## src/rtl/align_pkg.sv

```systemverilog
// align_pkg: shared default widths and the per-beat payload type for the
// pipelined alignment datapath.
package align_pkg;

  localparam int MANT_W = 24;
  localparam int OUT_W  = 61;
  localparam int DIFF_W = 8;
  localparam int PSH_W  = 6;

  // One beat as it travels between stages: aligned magnitude, the sign
  // still to be applied, and the sticky flag gathered during the right shift.
  typedef struct packed {
    logic [OUT_W-1:0] data;
    logic             sign;
    logic             sticky;
  } beat_t;

endpackage

```

## src/rtl/pipelined_align_unit_cond_negate.sv

```systemverilog
// cond_negate: combinational two's-complement negation selected by neg_i.
// Negating zero wraps back to zero because the sum is truncated to W bits.
module cond_negate #(
  parameter int W = 61
) (
  input  logic [W-1:0] data_i,
  input  logic         neg_i,
  output logic [W-1:0] data_o
);

  localparam logic [W-1:0] ONE = W'(1);

  // Select the input or its modulo-2^W negation.
  always_comb begin
    data_o = data_i;
    if (neg_i) data_o = (~data_i) + ONE;
  end

endmodule

```

## src/rtl/pipelined_align_unit.sv

```systemverilog
// pipelined_align_unit: three-stage mantissa aligner with valid/ready flow
// control. Stage 1 pre-shifts the mantissa left into the OUT_W frame,
// stage 2 right-shifts by the exponent difference, stage 3 applies the
// sign by conditional negation.
// Optional feature: define ALIGN_STICKY_EN to produce out_sticky (OR of the
// bits lost in the right shift); otherwise out_sticky is tied to 0.
module pipelined_align_unit #(
  parameter int MANT_W = align_pkg::MANT_W,
  parameter int OUT_W  = align_pkg::OUT_W,
  parameter int DIFF_W = align_pkg::DIFF_W,
  parameter int PSH_W  = align_pkg::PSH_W
) (
  input  logic              clk,
  input  logic              rst,
  input  logic              in_valid,
  output logic              in_ready,
  input  logic [MANT_W-1:0] in_mant,
  input  logic [DIFF_W-1:0] in_diff,
  input  logic [PSH_W-1:0]  in_pshift,
  input  logic              in_sign,
  output logic              out_valid,
  input  logic              out_ready,
  output logic [OUT_W-1:0]  out_data,
  output logic              out_sticky
);

  import align_pkg::*;

  // Local payload with the same layout as align_pkg::beat_t, sized by OUT_W.
  typedef struct packed {
    logic [OUT_W-1:0] data;
    logic             sign;
    logic             sticky;
  } pay_t;

`ifdef ALIGN_STICKY_EN
  // True when any bit of x falls below the shift point; a shift of OUT_W or
  // more makes the mask all ones, so every bit of x counts as lost.
  function automatic logic lost_bits(input logic [OUT_W-1:0] x,
                                     input logic [DIFF_W-1:0] sh);
    logic [OUT_W-1:0] mask;
    mask = ~({OUT_W{1'b1}} << sh);
    return |(x & mask);
  endfunction
`endif

  logic              vld_p1_q, vld_p2_q, vld_p3_q;
  logic              en_p1, en_p2, en_p3;

  logic [OUT_W-1:0]  x1_d;
  logic [OUT_W-1:0]  x1_p1_q;
  logic [DIFF_W-1:0] diff_p1_q;
  logic              sign_p1_q;

  pay_t              pay_p2_d, pay_p2_q;

  logic [OUT_W-1:0]  neg_data;
  logic [OUT_W-1:0]  out_data_q;
  logic              out_sticky_q;

  // A stage may load when it is empty or its content leaves this cycle;
  // the chain runs combinationally from out_ready back to in_ready.
  always_comb begin
    en_p3 = !vld_p3_q || out_ready;
    en_p2 = !vld_p2_q || en_p3;
    en_p1 = !vld_p1_q || en_p2;
  end

  assign in_ready  = en_p1;
  assign out_valid = vld_p3_q;

  // ---- stage 1: zero-extend and pre-shift left into the output frame
  assign x1_d = {{(OUT_W-MANT_W){1'b0}}, in_mant} << in_pshift;

  // Stage 1 register: takes a new beat whenever it has room.
  always_ff @(posedge clk) begin
    if (rst) begin
      vld_p1_q  <= 1'b0;
      x1_p1_q   <= '0;
      diff_p1_q <= '0;
      sign_p1_q <= 1'b0;
    end else if (en_p1) begin
      vld_p1_q <= in_valid;
      if (in_valid) begin
        x1_p1_q   <= x1_d;
        diff_p1_q <= in_diff;
        sign_p1_q <= in_sign;
      end
    end
  end

  // ---- stage 2: right shift by the exponent difference, gather sticky
  always_comb begin
    pay_p2_d      = '0;
    pay_p2_d.sign = sign_p1_q;
    if (int'(diff_p1_q) < OUT_W) pay_p2_d.data = x1_p1_q >> diff_p1_q;
`ifdef ALIGN_STICKY_EN
    pay_p2_d.sticky = lost_bits(x1_p1_q, diff_p1_q);
`endif
  end

  // Stage 2 register: advances the shifted magnitude with its sign and sticky.
  always_ff @(posedge clk) begin
    if (rst) begin
      vld_p2_q <= 1'b0;
      pay_p2_q <= '0;
    end else if (en_p2) begin
      vld_p2_q <= vld_p1_q;
      if (vld_p1_q) pay_p2_q <= pay_p2_d;
    end
  end

  // ---- stage 3: apply the sign
  cond_negate #(
    .W (OUT_W)
  ) u_neg (
    .data_i (pay_p2_q.data),
    .neg_i  (pay_p2_q.sign),
    .data_o (neg_data)
  );

  // Output register: holds steady while the consumer stalls.
  always_ff @(posedge clk) begin
    if (rst) begin
      vld_p3_q     <= 1'b0;
      out_data_q   <= '0;
      out_sticky_q <= 1'b0;
    end else if (en_p3) begin
      vld_p3_q <= vld_p2_q;
      if (vld_p2_q) begin
        out_data_q   <= neg_data;
        out_sticky_q <= pay_p2_q.sticky;
      end
    end
  end

  assign out_data   = out_data_q;
  assign out_sticky = out_sticky_q;

endmodule

```

## config.mk

```make
export PLATFORM = sky130hd
export DESIGN_NAME = pipelined_align_unit
export DESIGN_NICKNAME = d
export VERILOG_FILES = /design/src/rtl/align_pkg.sv /design/src/rtl/pipelined_align_unit_cond_negate.sv /design/src/rtl/pipelined_align_unit.sv
export SDC_FILE = /design/constraint.sdc
export NUM_CORES = 1
export LEC_CHECK = 0
export CAP_MARGIN = 25
export CORE_ASPECT_RATIO = 1.25
export CORE_UTILIZATION = 55
export DETAILED_ROUTE_END_ITERATION = 8
export GPL_TIMING_DRIVEN = 1
export PLACE_DENSITY = 0.86
export SLEW_MARGIN = 20
export SYNTH_ARGS = -nofsm -noshare
export SYNTH_HDL_FRONTEND = slang
export SYNTH_SLANG_ARGS = --single-unit
```

## constraint.sdc

```tcl
create_clock -name clk -period 5.2 [get_ports clk]
set_input_delay 0.78 -clock clk [delete_from_list [all_inputs] [get_ports clk]]
set_output_delay 0.78 -clock clk [all_outputs]
set_load 0.02 [all_outputs]
```

# Word-level counts from Yosys, hierarchy flattened
# Cells that the tools add are included.
# totals
out_inout_bits	64
latchBits	0
inputBits	43
mem_bits_rw	0
rom_bits	0
word_cells	25
memories	0
register_bits	196
# classes
div	0
n_eq_ne	0
n_addsub	1
n_bitwise	1
n_reduce_logical	9
muxes	2
n_mul	0
order_cmp	1
shift	2
# op_table
op	n
$mux 61	2
$add 61x1->61 const B	1
$not 61->61	1
$shl 24x6->61	1
$shr 61x8->61	1
$lt 8x6->1 const B	1
$reduce_and 2->1	3
$logic_not 1->1	3
$logic_or 1x1->1	3

# Logic depth before layout (Yosys ltp)
# depth
word_depth	5
depth_mapped	10
depth_no_buf	7

# Modules after synthesis
# Synthesis repeated with hierarchy kept, for this count alone.
# unflattened
hier_cells	1590
area_unflattened_um2	13242.7
# modules_own_cells
mod	instances	area_per_inst_um2	seq_area_each_um2	cells_per_inst
pipelined_align_unit	1	11800.1	3923.8	1391
cond_negate	1	1442.6	0.0	199

# Least setup slack after synthesis
# Ideal clock, no wire load.
# synth_path
kind	in2reg
startpoint	input in_pshift[0]
endpoint	register x1_p1_q[46]
slack_ns	2.315
t_required_ns	5.077
t_arrival_ns	2.762
cell_stages	7
cell_sequence	buf_2 -> buf_2 -> mux4_2 -> mux2_2 -> mux2_2 -> a221oi_1 -> nor2_1
# synth_via
elab_chain_cells	1
# synth_lines
item	line	rtl
start: declaration	pipelined_align_unit.sv:19	input logic [PSH_W-1:0] in_pshift,
$shl 24x6->61	pipelined_align_unit.sv:73	assign x1_d = {{(OUT_W-MANT_W){1'b0}}, in_mant} << in_pshift;
end signal: assignment	pipelined_align_unit.sv:79	x1_p1_q <= '0;
end signal: assignment	pipelined_align_unit.sv:85	x1_p1_q <= x1_d;
end: declaration	pipelined_align_unit.sv:51	logic [OUT_W-1:0] x1_p1_q;
# Every way passes these cells.
# A chain may end at the register's enable or synchronous reset.

# Worst setup path in the final report
# layout_path
startpoint	register diff_p1_q[0]
endpoint	register pay_p2_q[16] (netlist name)
# layout_via
elab_chain_cells	2
elab_cells_between_ends	3
cone_classes	1 x order compare; 1 x shift; 1 x mux
# layout_lines
item	line	rtl
start: declaration	pipelined_align_unit.sv:52	logic [DIFF_W-1:0] diff_p1_q;
start signal: assignment	pipelined_align_unit.sv:86	diff_p1_q <= in_diff;
$shr 61x8->61 / $lt 8x6->1 (equally long branches)	pipelined_align_unit.sv:96	if (int'(diff_p1_q) < OUT_W) pay_p2_d.data = x1_p1_q >> diff_p1_q;
$mux 61 (*)	pipelined_align_unit.sv:96	
end signal: assignment	pipelined_align_unit.sv:109	if (vld_p1_q) pay_p2_q <= pay_p2_d;
end: declaration	pipelined_align_unit.sv:55	pay_t pay_p2_d, pay_p2_q;
# Every way passes the cells marked *; elsewhere a longest branch is shown, timed or not.

==> results.md <==
- The flow ran to the end, and the final reports show no timing, DRC or antenna violations.
- The sequential cell area is 3929 sq um.
- The number of antenna repair diodes is 0.
- The slack of the worst reg-to-reg path is 1.77 ns.
- The total of buffers placed on input and output ports is 105.
- CTS built an H-tree with a depth of 4.
- The first detailed-routing pass ran for 5 iterations.
- The root cell of the clock tree is clkbuf_16.
- The worst min-delay path category is flip-flop to flip-flop.
- The flip-flop cell with the highest count after synthesis is dfxtp_1.
- The largest fanout on the critical path is 45.
- After layout, the minimum clock period comes to around 3.4 ns.
- TritonCTS built the clock tree.
- The number of filler cells placed in the layout is 2158.
- The share of cells above drive strength 1 is 11.53%.
- The number of antenna violations at the first check in global routing is 1.
- The cell count after placement is a little under 2000.
- The number of remaining DRC errors is 0.
- The Yosys warning count is 0.
- Setup repair after global routing left no endpoint under its margin.
- The launching element type of the critical path is a flip-flop.
- The tree built by TritonCTS fans out to approximately 200 sinks.
- Counting every instance in the synthesized netlist gives roughly 1600.
- The number of buffers added by the clock tree synthesis step is 17.
- In this run the worst setup path begins at diff_p1_q[0].
- The final weighted congestion of routability-driven global placement is between 1 and 1.5.
- The total of max-cap violations is 0.
- At the placement stage, the worst setup path has a slack of around 1.5 ns.
- The routed via count divided by cell count is 7.130.
- The top-level port count is ~110.
- Counting flops and latches in the post-synthesis netlist gives 196.
- The average cell area after synthesis is between 8 and 9 sq um.
- The mapped netlist covers between 10000 and 15000 sq um.
- Relative to the synthesized area, the layout overhead comes to 12.76%.
- The clock latency of the later-clocked register in the worst-skew pair is approximately 0.45 ns.
- The top cell types in the final layout, fill and taps aside, are 194 x dfxtp_1, 162 x nor2_1, 130 x nand2_1, 125 x mux2i_1, 103 x clkdlybuf4s50_1.
- The number of setup buffers added after CTS is 0.
- The die is ~140 um wide.
- The worst path setup slack after routing is 1.774 ns.
- The cell row count is between 60 and 70.
- Leaving out filler cells and counting taps, the final layout contains between 1500 and 2000.
- The number of vias after detailed routing is between 10000 and 15000.
- Sequential cells were found to cover between 20% and 30% of the synthesized design area.
- The number of library cell types mapped by synthesis is 75.
- The worst register-to-register path begins at diff_p1_q[0].
- The setup total negative slack is 0 ns.
- The number of nets in the layout is 1696.
- The element type at the critical path end is a flip-flop.
- The starting DRC count in detailed routing is between 1000 and 1500.
- After detailed routing, the average wire length per cell comes to 25.89 um.
- The first global-routing pass estimated approximately 78000 um of wire.
- The final worst clock skew is 0.01365 ns.
- The critical path class is flip-flop to flip-flop.
- Counting along the longest clock path gives a buffer depth of 2.
- Clock-pin slew was measured on the worst setup and hold paths at approximately 0.070 ns.
- Leaving out fill and tap cells, the most frequent cell in the layout is dfxtp_1.
- The number of max-slew violations in the final report is 0.
- The maximum resistive drop on vdd is between 0.2 and 0.25 mV.
- Headroom to the max-slew limit came out at 27.91%.
- The number of flops mapped to enable cells by yosys is 0.
- Setup violations remaining at the end of the flow were counted as 0.
- At the worst endpoint, the arrival time is between 3 and 4 ns.
- Summing internal, switching and leakage power gives a little under 4 mW.
- The pin count of the biggest net entering global routing is 92.
- Derived from the worst setup path, the maximum achievable clock frequency is roughly 290 MHz.
- Detailed placement finished with a half-perimeter wire length of 38110 um.
- The floorplan die height is 177.7 um.
- The actual transition at the worst max-transition pin is about 1.1 ns.
- In the global route stage, overall resource usage came out at between 40% and 50%.
- The via count of the first global-routing pass was 13400.
- Dividing the final minimum period by the clock period gives between 60% and 70%.
- Data on the critical path is required at its endpoint by roughly 5.5 ns.
- The die covers around 25000 sq um.
- Gates resized during post-CTS repair numbered 0.
- The number of hold-repair buffers added at the cts stage is 0.
- For this run the aggregate overflow at the end of global routing stands at 0.
- The total nets after synthesis is about 1700.
- The total area of multi-input combinational cells is about 9000 sq um.
- The count of nets left with antenna violations once routing finished came out at 0.
- Wires add up to ~52000 um.
- The startpoint of the lowest-slack hold path is out_data[0].
- The final hold violation count is 0.
- Counting flops with an async set or reset pin after synthesis yields a share of 0%.
- Final hold analysis gives a worst-case slack of ~0.45 ns.
- In this run the static leakage power is approximately 5.4 nW.
- The power per cell area is 256.0 nW/um^2.
- Once the floorplan was initialized, standard cells occupied about 57% of the core.
- The area inside the core boundary is around 24000 sq um.
[cells by family after synthesis]
group / Yosys count / share of synthesized area, %
other: 1 / 0.02762
adders and majority gates: 1 / 0.09215
muxes: 220 / 20.75
and+or+nand+nor: 505 / 17.87
buffers and inverters: 162 / 4.673
xor gates and xnor gates: 28 / 1.806
AOI/OAI and AO/OA: 524 / 25.88
DFF: 196 / 28.90
[path summary, 6_finish.rpt]
kind,cells after the start,end
setup / recovery,7,pay_p2_q[16]
hold / removal,2,out_data[0]
setup reg to reg,7,pay_p2_q[16]
hold reg to reg,2,out_data[0]
[where the power goes]
part | leakage, nW | internal (mW) | switching (mW)
registers | 1.59 | 1.55 | 0.0743
logic | 3.51 | 0.370 | 0.629
clock network | 0.267 | 0.672 | 0.625
[layer usage]
| metal | part of all wire (%) | global-route usage (%) |
|---|---|---|
| met5 | 0.025 | 0 |
| met4 | 9.6 | 35.62 |
| met3 | 8.1 | 8.500 |
| met2 | 47 | 68.79 |
| met1 | 35 | 44.05 |
[registers in the layout, indices dropped and copies added (netlist names)]
register / flops
pay_p2_q: 62
x1_p1_q: 61
out_data: 61
out_valid: 1
diff_p1_q: 8
sign_p1_q: 1
vld_p2_q: 1
vld_p1_q: 1
[worst max-delay path, stage by stage, from the launching register on]
cell       delay [ns]
dfxtp_4          0.71
buf_4            0.62
mux2_2           0.44
a2bb2oi_1        0.28
mux2_2           0.23
o21ai_0          0.36
and3_1           0.37
a211o_1          0.25
[cells in the mapped netlist (all sizes together) (6+ instances only)]
cell type / count / share of area, %
or3: 14 / 0.65
a221o: 15 / 1.1
or4: 11 / 0.69
a31oi: 13 / 0.60
a2bb2oi: 9 / 0.58
o21ai: 90 / 3.3
nand2b: 14 / 0.65
nor4: 12 / 0.65
nor2: 163 / 4.5
nand4b: 7 / 0.45
buf: 36 / 1.2
nor3: 41 / 1.5
a221oi: 10 / 0.65
inv: 18 / 0.50
o221ai: 16 / 1.0
nand2: 130 / 3.6
clkbuf: 104 / 2.9
a32oi: 19 / 1.2
mux4: 44 / 7.3
mux2i: 125 / 9.2
dfxtp: 196 / 29
a211oi: 28 / 1.5
a22oi: 70 / 3.9
o41ai: 9 / 0.58
xor2: 24 / 1.5
nand3: 35 / 1.3
and3: 35 / 1.6
or2: 11 / 0.51
a21oi: 100 / 3.7
nor2b: 7 / 0.32
a211o: 6 / 0.39
mux2: 51 / 4.2
o22ai: 86 / 4.0
[metrics by stage]
stage	area [sq um]	util [%]
3_3_place_gp	14710	61.37
2_1_floorplan	13580	-
5_1_grt	15310	63.88
6_report	15310	63.88
4_1_cts	15270	63.71
3_5_place_dp	14710	61.37
[cell type report]
cell class | instances | area share (%)
Multi-Input combinational cell | 1279 | 59.06
Sequential cell | 196 | 25.67
Timing Repair Buffer | 136 | 8.411
Clock buffer | 20 | 2.853
Tap cell | 325 | 2.657
Clock inverter | 12 | 0.8092
Inverter | 22 | 0.5395
Note: power is estimated with default switching activity, not from simulation.
